[src/rtl/sramc_drain_pkg.sv]
// Shared types and constants for the SRAMC bank-0 drain sequencer.
// Optional build macro used by the top: SRAMC_DRAIN_STALL_CNT_EN.
package sramc_drain_pkg;

  localparam int LINE_W         = 128;
  localparam int LINES_PER_CH   = 64;
  localparam int WORDS_PER_LINE = 4;
  localparam int MAX_CHS        = 8;
  localparam int LINE_IDX_W     = $clog2(LINES_PER_CH);
  localparam int CH_IDX_W       = $clog2(MAX_CHS);

  typedef logic [CH_IDX_W-1:0]   ch_idx_t;
  typedef logic [LINE_IDX_W-1:0] line_idx_t;

  typedef logic [1:0] state_t;
  localparam state_t ST_IDLE  = 2'd0;
  localparam state_t ST_RUN   = 2'd1;
  localparam state_t ST_FLUSH = 2'd2;
  localparam state_t ST_DONE  = 2'd3;

  typedef struct packed {
    logic [LINE_W-1:0] data;
    ch_idx_t           ch;
    logic              last;
  } beat_t;

  // Requested channel count limited to what one run can address.
  function automatic logic [3:0] clamp_chs(input logic [3:0] n);
    return (n > 4'(MAX_CHS)) ? 4'(MAX_CHS) : n;
  endfunction

endpackage

[src/rtl/sramc_drain_fifo.sv]
// Two-entry skid FIFO holding tagged read-out beats ahead of the stream port.
module sramc_drain_fifo
  import sramc_drain_pkg::*;
(
  input  logic       clk,
  input  logic       rst,
  input  logic       push,
  input  beat_t      push_beat,
  input  logic       pop,
  output beat_t      head_beat,
  output logic [1:0] occ
);

  beat_t      mem_q [2];
  logic       wr_ptr_q;
  logic       rd_ptr_q;
  logic [1:0] occ_q;

  // Storage, pointers and occupancy; storage is cleared so the stream outputs reset to zero.
  always_ff @(posedge clk) begin
    if (rst) begin
      mem_q[0] <= '0;
      mem_q[1] <= '0;
      wr_ptr_q <= 1'b0;
      rd_ptr_q <= 1'b0;
      occ_q    <= 2'd0;
    end else begin
      if (push) begin
        mem_q[wr_ptr_q] <= push_beat;
        wr_ptr_q        <= ~wr_ptr_q;
      end
      if (pop) begin
        rd_ptr_q <= ~rd_ptr_q;
      end
      case ({push, pop})
        2'b10:   occ_q <= occ_q + 2'd1;
        2'b01:   occ_q <= occ_q - 2'd1;
        default: occ_q <= occ_q;
      endcase
    end
  end

  assign head_beat = mem_q[rd_ptr_q];
  assign occ       = occ_q;

  // The issue credit makes a push into a full FIFO without a pop impossible.
  a_no_overflow: assert property (@(posedge clk) disable iff (rst)
    !(push && !pop && occ_q == 2'd2));

endmodule

[src/rtl/sramc_drain_seq.sv]
// Read-out sequencer for SRAMC bank 0: walks channels of 64 lines and streams
// each line as one valid/ready beat tagged with channel and last-line flags.
// Build macro SRAMC_DRAIN_STALL_CNT_EN enables the backpressure cycle counter.
//
//   state    | meaning
//   ---------+---------------------------------------------------------
//   ST_IDLE  | waiting for start_i; read port and stream quiet
//   ST_RUN   | issuing one read per cycle while FIFO credit remains
//   ST_FLUSH | all reads issued; waiting for in-flight data and FIFO to drain
//   ST_DONE  | one-cycle completion pulse, then back to idle
module sramc_drain_seq
  import sramc_drain_pkg::*;
#(
  parameter int DATA_W = LINE_W,
  parameter int ADDR_W = 10
) (
  input  logic              clk_i,
  input  logic              rst_i,
  input  logic              start_i,
  input  logic [3:0]        num_chs_i,
  input  logic [ADDR_W-1:0] base_addr_i,
  output logic              busy_o,
  output logic              done_o,
  output logic              sram_req_o,
  output logic [ADDR_W-1:0] sram_addr_o,
  input  logic [DATA_W-1:0] sram_rdata_i,
  output logic              m_valid_o,
  output logic [DATA_W-1:0] m_data_o,
  output logic [2:0]        m_ch_o,
  output logic              m_last_o,
  input  logic              m_ready_i,
  output logic [31:0]       stall_cnt_o
);

  state_t            state_q;
  logic [ADDR_W-1:0] base_q;
  ch_idx_t           last_ch_q;
  ch_idx_t           ch_q;
  line_idx_t         line_q;
  logic              inflight_q;
  ch_idx_t           tag_ch_q;
  logic              tag_last_q;

  logic [3:0]        num_clamped;
  logic              start_acc;
  logic              pop;
  logic              issue;
  logic              line_end;
  logic              final_issue;
  logic [ADDR_W-1:0] rd_addr;
  logic [1:0]        occ;
  beat_t             head;
  beat_t             push_beat;

  assign num_clamped = clamp_chs(num_chs_i);
  assign start_acc   = (state_q == ST_IDLE) && start_i;
  assign m_valid_o   = (occ != 2'd0);
  assign pop         = m_valid_o && m_ready_i;
  // Two slots shared between FIFO entries and the read in flight; a pop frees one this cycle.
  assign issue       = (state_q == ST_RUN) &&
                       (({1'b0, occ} + {2'b00, inflight_q}) < (3'd2 + {2'b00, pop}));
  assign line_end    = (line_q == line_idx_t'(LINES_PER_CH - 1));
  assign final_issue = issue && line_end && (ch_q == last_ch_q);
  // ch*64 + line is just the concatenation; the sum wraps within the address width.
  assign rd_addr     = base_q + ADDR_W'({ch_q, line_q});

  // Sequencer state and channel/line walk.
  always_ff @(posedge clk_i) begin
    if (rst_i) begin
      state_q   <= ST_IDLE;
      base_q    <= '0;
      last_ch_q <= '0;
      ch_q      <= '0;
      line_q    <= '0;
    end else begin
      case (state_q)
        ST_IDLE: begin
          if (start_acc) begin
            base_q    <= base_addr_i;
            last_ch_q <= ch_idx_t'(num_clamped - 4'd1);
            ch_q      <= '0;
            line_q    <= '0;
            state_q   <= (num_clamped == 4'd0) ? ST_DONE : ST_RUN;
          end
        end
        ST_RUN: begin
          if (issue) begin
            line_q <= line_q + line_idx_t'(1);
            if (line_end) begin
              ch_q <= ch_q + ch_idx_t'(1);
            end
            if (final_issue) begin
              state_q <= ST_FLUSH;
            end
          end
        end
        ST_FLUSH: begin
          if (!inflight_q && (occ == 2'd0)) begin
            state_q <= ST_DONE;
          end
        end
        ST_DONE: state_q <= ST_IDLE;
        default: state_q <= ST_IDLE;
      endcase
    end
  end

  // Tags travel alongside the one-cycle SRAM read so returning data is labelled correctly.
  always_ff @(posedge clk_i) begin
    if (rst_i) begin
      inflight_q <= 1'b0;
      tag_ch_q   <= '0;
      tag_last_q <= 1'b0;
    end else begin
      inflight_q <= issue;
      if (issue) begin
        tag_ch_q   <= ch_q;
        tag_last_q <= line_end;
      end
    end
  end

  // Assemble the returning line and its tags into a FIFO entry.
  always_comb begin
    push_beat      = '0;
    push_beat.data = sram_rdata_i;
    push_beat.ch   = tag_ch_q;
    push_beat.last = tag_last_q;
  end

  sramc_drain_fifo u_fifo (
    .clk       (clk_i),
    .rst       (rst_i),
    .push      (inflight_q),
    .push_beat (push_beat),
    .pop       (pop),
    .head_beat (head),
    .occ       (occ)
  );

  assign busy_o      = (state_q != ST_IDLE);
  assign done_o      = (state_q == ST_DONE);
  assign sram_req_o  = issue;
  assign sram_addr_o = issue ? rd_addr : '0;
  assign m_data_o    = head.data;
  assign m_ch_o      = head.ch;
  assign m_last_o    = m_valid_o && head.last;

`ifdef SRAMC_DRAIN_STALL_CNT_EN
  logic [31:0] stall_cnt_q;

  // Backpressured cycles since the last accepted start; saturates, holds after the run.
  always_ff @(posedge clk_i) begin
    if (rst_i) begin
      stall_cnt_q <= '0;
    end else if (start_acc) begin
      stall_cnt_q <= '0;
    end else if (m_valid_o && !m_ready_i && (stall_cnt_q != 32'hFFFF_FFFF)) begin
      stall_cnt_q <= stall_cnt_q + 32'd1;
    end
  end

  assign stall_cnt_o = stall_cnt_q;
`else
  assign stall_cnt_o = '0;
`endif

endmodule

[config.mk]
export PLATFORM = sky130hd
export DESIGN_NAME = sramc_drain_seq
export DESIGN_NICKNAME = d
export VERILOG_FILES = /design/src/rtl/sramc_drain_pkg.sv /design/src/rtl/sramc_drain_fifo.sv /design/src/rtl/sramc_drain_seq.sv
export SDC_FILE = /design/constraint.sdc
export NUM_CORES = 1
export LEC_CHECK = 0
export ABC_AREA = 1
export BUFFER_PORTS_ARGS = -buffer_cell sky130_fd_sc_hd__buf_2
export CORE_ASPECT_RATIO = 1.4
export CORE_MARGIN = 8
export CORE_UTILIZATION = 37
export CTS_CLUSTER_DIAMETER = 50
export DETAILED_ROUTE_END_ITERATION = 10
export PLACE_DENSITY_LB_ADDON = 0.12
export SLEW_MARGIN = 0
export SYNTH_ARGS = -nofsm -noshare
export SYNTH_HDL_FRONTEND = slang
export SYNTH_SLANG_ARGS = --single-unit
[constraint.sdc]
create_clock -name clk_i -period 6.2 [get_ports clk_i]
set_input_delay 0.62 -clock clk_i [delete_from_list [all_inputs] [get_ports clk_i]]
set_output_delay 0.62 -clock clk_i [all_outputs]
set_load 0.01 [all_outputs]
==> results by group, run 1 <==
Run status
  • Outcome: completed

Timing
  • Max Clk Rate: ~0.28 GHz
  • RSZ-0062 raised after global routing: no
  • Relative slew slack: 26.2%
  • Post-route clock period utilization: between 50 and 60%
  • Min Tclk post-route: roughly 3.6 ns
  • Clock Skew: about 0.023 ns
  • Final Max Tran Viols: 0
  • Final hold violations: 0
  • Final setup fails: 0
  • Setup TNS Final: 0 ns
  • Slew @ Worst Pin: between 1 and 1.5 ns

Worst setup path
  • Startpoint types: flop
  • Crit path kind: reg -> out
  • Critical path required time: ~5.6 ns
  • Critical path endpoint category: output port
  • Arr. time, crit path: around 3 ns
  • CP Max Fanout: 73

CTS
  • Post-CTS sizing: 0
  • CTS Root Buffer Type: clkbuf_16
  • Hold-fix buffers, CTS: 0
  • Cts bufs inserted: 31
  • CTS max path bufs: 3
  • CTS sink count: between 200 and 300
  • Clk slew on worst S/H paths: roughly 0.070 ns
  • H-tree levels: 1
  • Setup bufs post-CTS: 0
  • Clock latency on the worst-skew pair: between 0.5 and 0.6 ns
  • CTS tree: done

Layout
  • Share of cells above drive strength 1: 21.1%
  • Layout net count: 1863
  • Fillcell total: 3531
  • Area Overhead vs Synth: 20.2%
  • Leading cell type in the layout, fill and taps excluded: nand2_1
  • Most frequent cells in the layout: nand2_1 (421), nor2_1 (302), buf_2 (291)
  • Post-layout util: between 40% and 50%

Power
  • Cell Pwr Density: about 360 nW/um^2
  • Leakage power: between 7 and 8 nW
  • VDD IR-drop max: 0.182 mV

GRT
  • Number of global-route vias before repair: approximately 10000
  • Grt ovf: 0
  • Initial antenna violation count: 5
  • First-pass GRT wire length: between 50000 and 60000 um
  • All-Layer GR Usage: roughly 16%
  • Largest net degree at the start of global routing: 91

Placed design
  • Final HPWL DP: about 23000 um
  • GPL Wtd Cong: ~0.8
  • Number of I/O port buffers: slightly below 300

Floorplan
  • Initial Util: a little under two fifths
  • Io pins: ~320
  • Die H: about 240 um
  • CORE AREA: between 30000 and 40000 sq um
  • Die area: between 40000 and 50000 sq um
  • Die X: roughly 180 um
  • FP Rows: slightly above 80

Run
  • Max Cap Viol: 0

Drt
  • Vias post-DR: about 10000
  • DR vias/cell: between 4 and 5
  • Antenna Nets Post-Route: 0
  • Iteration-0 DRC Markers: just under 500
  • Wirelength per Cell: between 15 and 20 um
  • 1st-pass router iterations: 4
  • DRC violation count after routing: 0
  • Routed WL: between 30000 and 40000 um

Hold path
  • Hold Path Class: in -> reg

Yosys
  • Avg Cell Area, Syn: roughly 9.4 sq um
  • EDFF count, synth: between 200 and 300
  • Yosys top cell area share: 58.9%
  • Mapped Cells: ~1400
  • Top post-synthesis cells by area: edfxtp_1 (59%), nand2_1 (12%), nor2_1 (8.4%)
  • Mapped Area: approximately 13000 sq um
  • Post-Synth XOR/XNOR Area: less than 1%
  • Synth async-reset ratio: 0%
  • Adder-cell share of the synthesized area: under 10%
  • Post-synthesis register bit count: just under 300
  • Synth unique cells: 35
  • Seq/Total Area, Yosys: between 60% and 70%
  • Yosys top cell by area: edfxtp_1
  • Most used DFF post-synth: edfxtp_1
  • Multiplexer share of the synthesized area: 0%
  • Compound-Gate Fraction of Synth Area: ~3.2%
  • Post-synthesis simple-gate area fraction: 21.8%
  • Combinational family with the most area after synthesis: simple AND/OR/NAND/NOR gates
  • Yosys warns: 0
[kinds of logic (layout without fill, tap and decap cells)]
| group | Yosys count | in the layout |
|---|---|---|
| AO/OA/AOI/OAI | 78 | 78 |
| other | 1 | 34 |
| flip-flops | 298 | 298 |
| XOR/XNOR | 7 | 7 |
| AND/OR/NAND/NOR | 758 | 758 |
| buffers and inverters | 265 | 525 |
| adder cells (fa/ha/maj) | 21 | 21 |
[power by group]
part / switching [mW] / leakage [nW] / internal (mW) / total, mW
Sequential: 0.117 / 3.01 / 2.42 / 2.54
Clock: 0.754 / 0.465 / 1.04 / 1.80
Combinational: 1.00 / 4.40 / 0.468 / 1.47
Total: 1.88 / 7.88 / 3.93 / 5.81
[flip-flops by register name, summed over array words and instances (netlist names), named ones only]
signal and flops:
tag_ch_q 3, inflight_q 1, last_ch_q 3, state_q 2, base_q 10, ch_q 3
u_fifo.rd_ptr_q 1, tag_last_q 1, line_q 6, u_fifo.wr_ptr_q 1, u_fifo.mem_q 264, u_fifo.occ 2
[worst max-delay path, stage by stage (launching register included)]
cell	delay, ns
dfxtp_4	0.56
inv_4	0.69
buf_4	0.66
o21ai_0	0.15
nor2_1	0.16
buf_2	0.16
[synth_stat cells (2+ instances only)]
cell type  number
inv_2           2
clkbuf_1       24
nand2_2         4
a31oi_1         2
dfxtp_1        34
xnor2_1         4
a21oi_2         2
nand2_1       423
buf_2          33
buf_4          33
nand2_4         2
o21bai_1        3
inv_1         167
ha_1           20
nand3_1        15
nor2_1        302
nand4_1         2
buf_1           5
nor2_2          2
xor2_1          3
o21ai_0        36
edfxtp_1      264
a21oi_1        31
nor3_1          4
[metal layers]
layer  track usage, %  vias up  wire length [um]
met5                0        -                38
met4             5.38        6               975
met3             3.63       54              2720
met2             28.0      288             17800
met1             18.5     4657             13600
li1                 -     4960                 -
[path summary, 6_finish.rpt]
check             slack (ns)             endpoint       startpoint  cells after the start
hold reg to reg         0.46                 flop  u_fifo.rd_ptr_q                      1
setup / recovery        2.60             m_last_o             flop                      5
hold / removal          0.32            base_q[0]   base_addr_i[0]                      3
setup reg to reg        3.35  u_fifo.mem_q[0][34]       inflight_q                      5
[cell type report]
| class | instances | area (sq um) | share of cell area (%) |
|---|---|---|---|
| Clock buffer | 40 | 810 | 5.00 |
| Sequential cell | 298 | 8610 | 53.2 |
| Tap cell | 462 | 578 | 3.57 |
| Inverter | 170 | 641 | 3.96 |
| Timing Repair Buffer | 299 | 1530 | 9.45 |
| Clock inverter | 16 | 160 | 0.990 |
| Antenna cell | 2 | 5.00 | 0.0309 |
| Multi-Input combinational cell | 896 | 3850 | 23.8 |
[per-stage QoR]
step / hold WS (ns) / instance area [sq um] / setup WS, ns / power, mW / instances
after floorplan: 0.425 / 13600 / 1.66 / 3.47 / 1459
after global placement: 0.437 / 15200 / 2.62 / 4.09 / 2125
after detailed placement: 0.449 / 15200 / 2.58 / 4.10 / 2125
after CTS: 0.283 / 16200 / 2.38 / 5.91 / 2181
after global routing: 0.298 / 16200 / 2.32 / 6.15 / 2182
final: 0.318 / 16200 / 2.60 / 5.81 / 2183
Power figures use the tool's default switching activity.
==> run 2, diff against run 1 <==
--- a/config.mk
+++ b/config.mk
@@ -5,7 +5,7 @@
 export SDC_FILE = /design/constraint.sdc
 export NUM_CORES = 1
 export LEC_CHECK = 0
-export ABC_AREA = 1
+export ABC_AREA = 0
 export BUFFER_PORTS_ARGS = -buffer_cell sky130_fd_sc_hd__buf_2
 export CORE_ASPECT_RATIO = 1.4
 export CORE_MARGIN = 8
==> constraint.sdc (replaced) <==
create_clock -name clk_i -period 3.5 [get_ports clk_i]
set_input_delay 0.35 -clock clk_i [delete_from_list [all_inputs] [get_ports clk_i]]
set_output_delay 0.35 -clock clk_i [all_outputs]
set_load 0.01 [all_outputs]
==> results by group, run 2 <==
Drt
  • DRC violation count after routing: 0
  • Wirelength per Cell: 19.2 um
  • DR vias/cell: 4.74
  • Vias post-DR: ~8400
  • Iteration-0 DRC Markers: approximately 340
  • 1st-pass router iterations: 4
  • Antenna Nets Post-Route: 0
  • Routed WL: 34100 um

Worst setup path
  • Critical path endpoint category: output port
  • Critical path endpoint: sram_addr_o[8]
  • Arr. time, crit path: about 2.8 ns
  • Startpoint types: flop
  • Worst Setup SP: line_q[0]
  • CP Buf/Inv Count: 2
  • Cell depth of the worst setup path: 9
  • Reg-to-Reg End: ch_q[2]
  • Cell family with most CP delay: compound AO/OA/AOI/OAI gates
  • Worst R2R Setup Slack: 1.37 ns
  • Crit path kind: reg -> out
  • CP cell instances: ha_1 > inv_1 > fa_1 > nor2b_1 > o21ai_0 > a21boi_0 > o41ai_1 > mux2i_1 > buf_2
  • CP Max Fanout: 7
  • Slowest CP cell: dfxtp_1
  • FF-to-FF path depth: 7
  • Critical path required time: approximately 3.2 ns
  • Worst r2r src: state_q[0]
  • Slowest stage delay, CP: roughly 0.47 ns

CTS
  • Clock latency on the worst-skew pair: slightly above 0.5 ns
  • CTS sink count: just under 300
  • Setup bufs post-CTS: 0
  • CTS Root Buffer Type: clkbuf_16
  • CTS tree: done
  • CTS max path bufs: 3
  • Cts bufs inserted: 35
  • Hold-fix buffers, CTS: 0
  • H-tree levels: 2
  • Clk slew on worst S/H paths: around 0.050 ns
  • Post-CTS sizing: 0

Layout
  • Share of cells above drive strength 1: between 30% and 40%
  • Layout net count: 1452
  • Register Area: between 8000 and 9000 sq um
  • Fillcell total: 3442
  • Largest regs: u_fifo.mem_q x264, base_q x10, line_q x6
  • Multi-input gate area: 4600 sq um
  • Max reg flops: 264
  • Most frequent cells in the layout: buf_2 (291), and2_1 (266), edfxtp_1 (264)
  • Leading cell type in the layout, fill and taps excluded: buf_2
  • Most flop-heavy register: u_fifo.mem_q
  • Area Overhead vs Synth: 21.9%

Power
  • Cell Pwr Density: 629 nW/um^2
  • VDD IR-drop max: about 0.35 mV
  • Power, Total: 10.4 mW
  • Leakage power: 6.87 nW

Run status
  • Outcome: completed

GRT
  • Initial antenna violation count: 7
  • Largest net degree at the start of global routing: approximately 130
  • Grt ovf: 0
  • All-Layer GR Usage: 15.5%
  • First-pass GRT wire length: 51400 um
  • Number of global-route vias before repair: about 8700

Yosys
  • Post-synthesis register bit count: 298
  • Most frequent cell after synthesis: and2_1
  • Most used DFF post-synth: edfxtp_1
  • Seq/Total Area, Yosys: between 60% and 70%
  • Most frequent cells after synthesis: and2_1 (266), edfxtp_1 (264), mux2_2 (132)
  • Avg Cell Area, Syn: between 10 and 15 sq um
  • Top post-synthesis cells by area: edfxtp_1 (58%), and2_1 (12%), mux2_2 (11%)
  • Yosys top cell area share: 58.4%
  • EDFF count, synth: about 260
  • Yosys warns: 0
  • Synth async-reset ratio: 0%
  • Synth unique cells: 48
  • Mapped Area: ~14000 sq um
  • Yosys top cell by area: edfxtp_1
  • Mapped Cells: 1000

Placed design
  • Final HPWL DP: 22400 um
  • Number of I/O port buffers: between 200 and 300
  • GPL Wtd Cong: between 0.7 and 0.8

Timing
  • Final Max Tran Viols: 0
  • RSZ-0062 raised after global routing: no
  • Setup TNS Final: 0 ns
  • Clock Skew: roughly 0.0083 ns
  • Relative slew slack: approximately half
  • Max Clk Rate: ~0.32 GHz
  • Slew @ Worst Pin: 0.734 ns
  • Final hold violations: 0
  • Post-route clock period utilization: between 80% and 90%
  • Min Tclk post-route: 3.13 ns
  • Final setup fails: 0

Floorplan
  • FP Rows: 83
  • Die H: about 240 um
  • Initial Util: approximately 37%
  • CORE AREA: ~36000 sq um
  • Io pins: 324
  • Die X: around 180 um
  • Die area: ~43000 sq um

Hold path
  • Hold Path Class: in -> reg

Run
  • Max Cap Viol: 0
run 2: cell types whose count changed after synthesis, sizes merged, moves of 24 or more:
cell,delta
and2,+266
mux2,+132
o21ai,-24
inv,-156
nor2,-285
nand2,-388
run 2: final cells by class:
class                      instances  area share [%]
sequential                       298            52.0
multi-input combinational        634            27.8
timing repair buffer             302            9.89
clock buffer                      50            5.94
tap                              467            3.53
clock inverter                     9           0.453
inverter                          14           0.317
antenna                            6          0.0906
run 2: cell families after synthesis:
| kind of cell | Yosys count | synth area share, % |
|---|---|---|
| AO/OA/AOI/OAI | 64 | 3.02 |
| XOR/XNOR | 9 | 0.580 |
| adder cells (fa/ha/maj) | 21 | 1.99 |
| buffers and inverters | 99 | 3.76 |
| flip-flops | 298 | 63.4 |
| multiplexers | 137 | 11.3 |
| other | 1 | 0.0276 |
| AND/OR/NAND/NOR | 371 | 16.0 |
run 2: power by group:
| part | switching (mW) | internal (mW) |
|---|---|---|
| sequential | 0.176 | 4.33 |
| combinational | 1.41 | 1.10 |
| clock | 1.38 | 2.03 |
| total | 2.97 | 7.45 |
run 2: how the worst min path moves through the flow:
stage / from / end / slack (ns) / cells after the start
2_1_floorplan: tag_ch_q[0] / tag_ch_q[0] / 0.44 / 2
3_3_place_gp: base_q[0] / base_q[0] / 0.45 / 2
3_5_place_dp: base_q[0] / base_q[0] / 0.46 / 2
4_1_cts: base_addr_i[8] / base_q[8] / 0.04 / 3
5_1_grt: base_addr_i[8] / base_q[8] / 0.07 / 3
6_report: base_addr_i[8] / base_q[8] / 0.08 / 3
run 2: worst min-delay path: stages:
cell,delay [ns]
buf_2,0.09
nand2_1,0.05
a21oi_1,0.05
run 2: layer usage:
metal	part of all wire [%]	track usage (%)
met1	36	16.7
met2	54	28.1
met3	6.7	4.04
met4	2.7	5.87
met5	0.13	0
run 2: stage by stage:
stage	instance area, sq um	hold WS [ns]	setup slack, ns	cells	utilization, %
after detailed placement	15500	0.455	0.878	1715	42.5
after floorplan	13700	0.440	0.349	1031	-
final	16600	0.0767	0.370	1780	45.5
after CTS	16600	0.0425	0.310	1774	45.4
after global placement	15500	0.450	0.910	1715	42.5
after global routing	16600	0.0652	0.162	1778	45.4
==> run 3, diff against run 2 <==
--- a/config.mk
+++ b/config.mk
@@ -8,11 +8,10 @@
 export ABC_AREA = 0
 export BUFFER_PORTS_ARGS = -buffer_cell sky130_fd_sc_hd__buf_2
 export CORE_ASPECT_RATIO = 1.4
-export CORE_MARGIN = 8
+export CORE_MARGIN = 2
 export CORE_UTILIZATION = 37
 export CTS_CLUSTER_DIAMETER = 50
 export DETAILED_ROUTE_END_ITERATION = 10
-export PLACE_DENSITY_LB_ADDON = 0.12
 export SLEW_MARGIN = 0
 export SYNTH_ARGS = -nofsm -noshare
 export SYNTH_HDL_FRONTEND = slang
==> results by group, run 3 (synthesized netlist as in run 2, its figures left out) <==
Run status
  • Outcome: completed

Timing
  • Post-route clock period utilization: between 80% and 90%
  • RSZ-0062 raised after global routing: no
  • Final Max Tran Viols: 0
  • Min Tclk post-route: 3.00 ns
  • Final setup fails: 0
  • Slew @ Worst Pin: 0.840 ns
  • Setup TNS Final: 0 ns
  • Max Clk Rate: around 0.33 GHz
  • Slack of the critical path: around 0.50 ns
  • Relative slew slack: between 40 and 50%
  • Clock Skew: 0.0134 ns
  • Final hold violations: 0

Worst setup path
  • Critical path endpoint: sram_addr_o[6]
  • Critical path endpoint category: output port
  • Worst r2r src: inflight_q
  • Worst R2R Setup Slack: about 1.5 ns
  • Crit path kind: reg -> out
  • Cell family with most CP delay: compound AO/OA/AOI/OAI gates
  • CP Max Fanout: 7
  • Worst Setup SP: line_q[0]
  • Slowest stage delay, CP: 0.44 ns
  • FF-to-FF path depth: 4
  • CP cell instances: ha_1 > inv_1 > fa_1 > nor2b_1 > o21ai_0 > a21boi_0 > o22ai_1 > mux2i_1 > buf_2
  • Critical path required time: roughly 3.2 ns
  • Arr. time, crit path: around 2.7 ns
  • Cell depth of the worst setup path: 9
  • Slowest CP cell: dfxtp_1
  • CP Buf/Inv Count: 2
  • Reg-to-Reg End: u_fifo.mem_q[0][51]
  • Startpoint types: flop

Floorplan
  • Die X: between 150 and 200 um
  • FP Rows: between 80 and 90
  • Die H: 231 um
  • Io pins: approximately 320
  • Initial Util: a little under two fifths
  • CORE AREA: approximately 36000 sq um
  • Die area: approximately 38000 sq um

Placed design
  • Final HPWL DP: between 20000 and 25000 um
  • Pre-CTS setup slack: 1.04 ns
  • Inst Count DP: ~1700
  • GPL Wtd Cong: around 0.82
  • Number of I/O port buffers: 291

CTS
  • Clk slew on worst S/H paths: 0.05 ns
  • Hold-fix buffers, CTS: 0
  • CTS max path bufs: 3
  • CTS Root Buffer Type: clkbuf_16
  • Cts bufs inserted: 34
  • Setup bufs post-CTS: 0
  • Post-CTS sizing: 0
  • Clock latency on the worst-skew pair: a little over 0.5 ns
  • CTS tree: done
  • H-tree levels: 2
  • CTS sink count: about 300

Layout
  • Max reg flops: 264
  • Post-route insts no fill: 1778
  • Share of cells above drive strength 1: between 30% and 40%
  • Leading cell type in the layout, fill and taps excluded: buf_2
  • Layout net count: roughly 1500
  • Largest regs: u_fifo.mem_q x264, base_q x10, line_q x6
  • Fillcell total: 3363
  • Area Overhead vs Synth: 22.3%
  • Most frequent cells in the layout: buf_2 (291), and2_1 (266), edfxtp_1 (264)
  • Most flop-heavy register: u_fifo.mem_q

Drt
  • Routed WL: ~31000 um
  • 1st-pass router iterations: 5
  • Wirelength per Cell: around 18 um
  • DR vias/cell: 4.75
  • Antenna Nets Post-Route: 0
  • DRC violation count after routing: 0
  • Vias post-DR: between 8000 and 9000
  • Iteration-0 DRC Markers: between 300 and 400

GRT
  • Largest net degree at the start of global routing: 133
  • Number of global-route vias before repair: roughly 8500
  • Grt ovf: 0
  • All-Layer GR Usage: between 10% and 20%
  • First-pass GRT wire length: between 40000 and 50000 um
  • Initial antenna violation count: 7

Power
  • VDD IR-drop max: 0.337 mV
  • Cell Pwr Density: roughly 630 nW/um^2
  • Leakage power: 6.90 nW

Run
  • Max Cap Viol: 0

Hold path
  • Hold Startpoint: base_addr_i[7]
  • Hold Path Class: in -> reg
[run 3: cell count changes in the layout (fill, tap and decap cells not counted), sizes merged]
cell      before  now
buf          302  301
bufinv         1    3
inv           14   16
clkbuf        50   44
clkinv         8    9
diode          6    5
clkinvlp       0    1
[run 3: worst register-to-register path: stages, from the launching register on]
cell and delay (ns):
dfxtp_1 0.44, inv_1 0.15, nor3_2 0.70, buf_12 0.38
and2_1 0.24
[run 3: worst min-delay path by stage]
stage / end / slack, ns / depth (start not counted)
after floorplan: tag_ch_q[0] / 0.44 / 2
after global placement: base_q[2] / 0.45 / 2
after detailed placement: tag_ch_q[0] / 0.46 / 2
after CTS: base_q[7] / 0.05 / 3
after global routing: base_q[7] / 0.08 / 3
final: base_q[7] / 0.08 / 3
[run 3: routing by layer]
| metal | GRT usage [%] | vias up | wire [um] |
|---|---|---|---|
| li1 | - | 4022 | - |
| met5 | 0 | - | 32 |
| met4 | 6.01 | 4 | 838 |
| met2 | 30.0 | 244 | 16900 |
| met3 | 3.26 | 53 | 1710 |
| met1 | 17.8 | 4118 | 11900 |
[run 3: area by class of cell]
cell class                      instances  area, sq um  area share [%]
Clock buffer                           44          952            5.73
Timing Repair Buffer                  301         1640            9.89
Sequential cell                       298         8610            51.8
Inverter                               14         52.6           0.316
Tap cell                              467          584            3.52
Antenna cell                            5         12.5          0.0753
Multi-Input combinational cell        634         4600            27.7
Clock inverter                         15          159           0.956
[run 3: through the flow]
stage,cell area [sq um],power (mW),hold slack (ns),util (%)
global placement,15500,7.05,0.446,42.5
detailed placement,15500,7.09,0.456,42.5
CTS,16600,10.7,0.0544,45.6
finish,16600,10.5,0.0810,45.6
global route,16600,11.0,0.0751,45.6
floorplan,13700,6.11,0.440,-
[run 3: power by group]
part	switching (mW)	leakage [nW]	internal (mW)
clock network	1.39	0.542	2.15
registers	0.148	3.02	4.33
logic	1.38	3.34	1.10
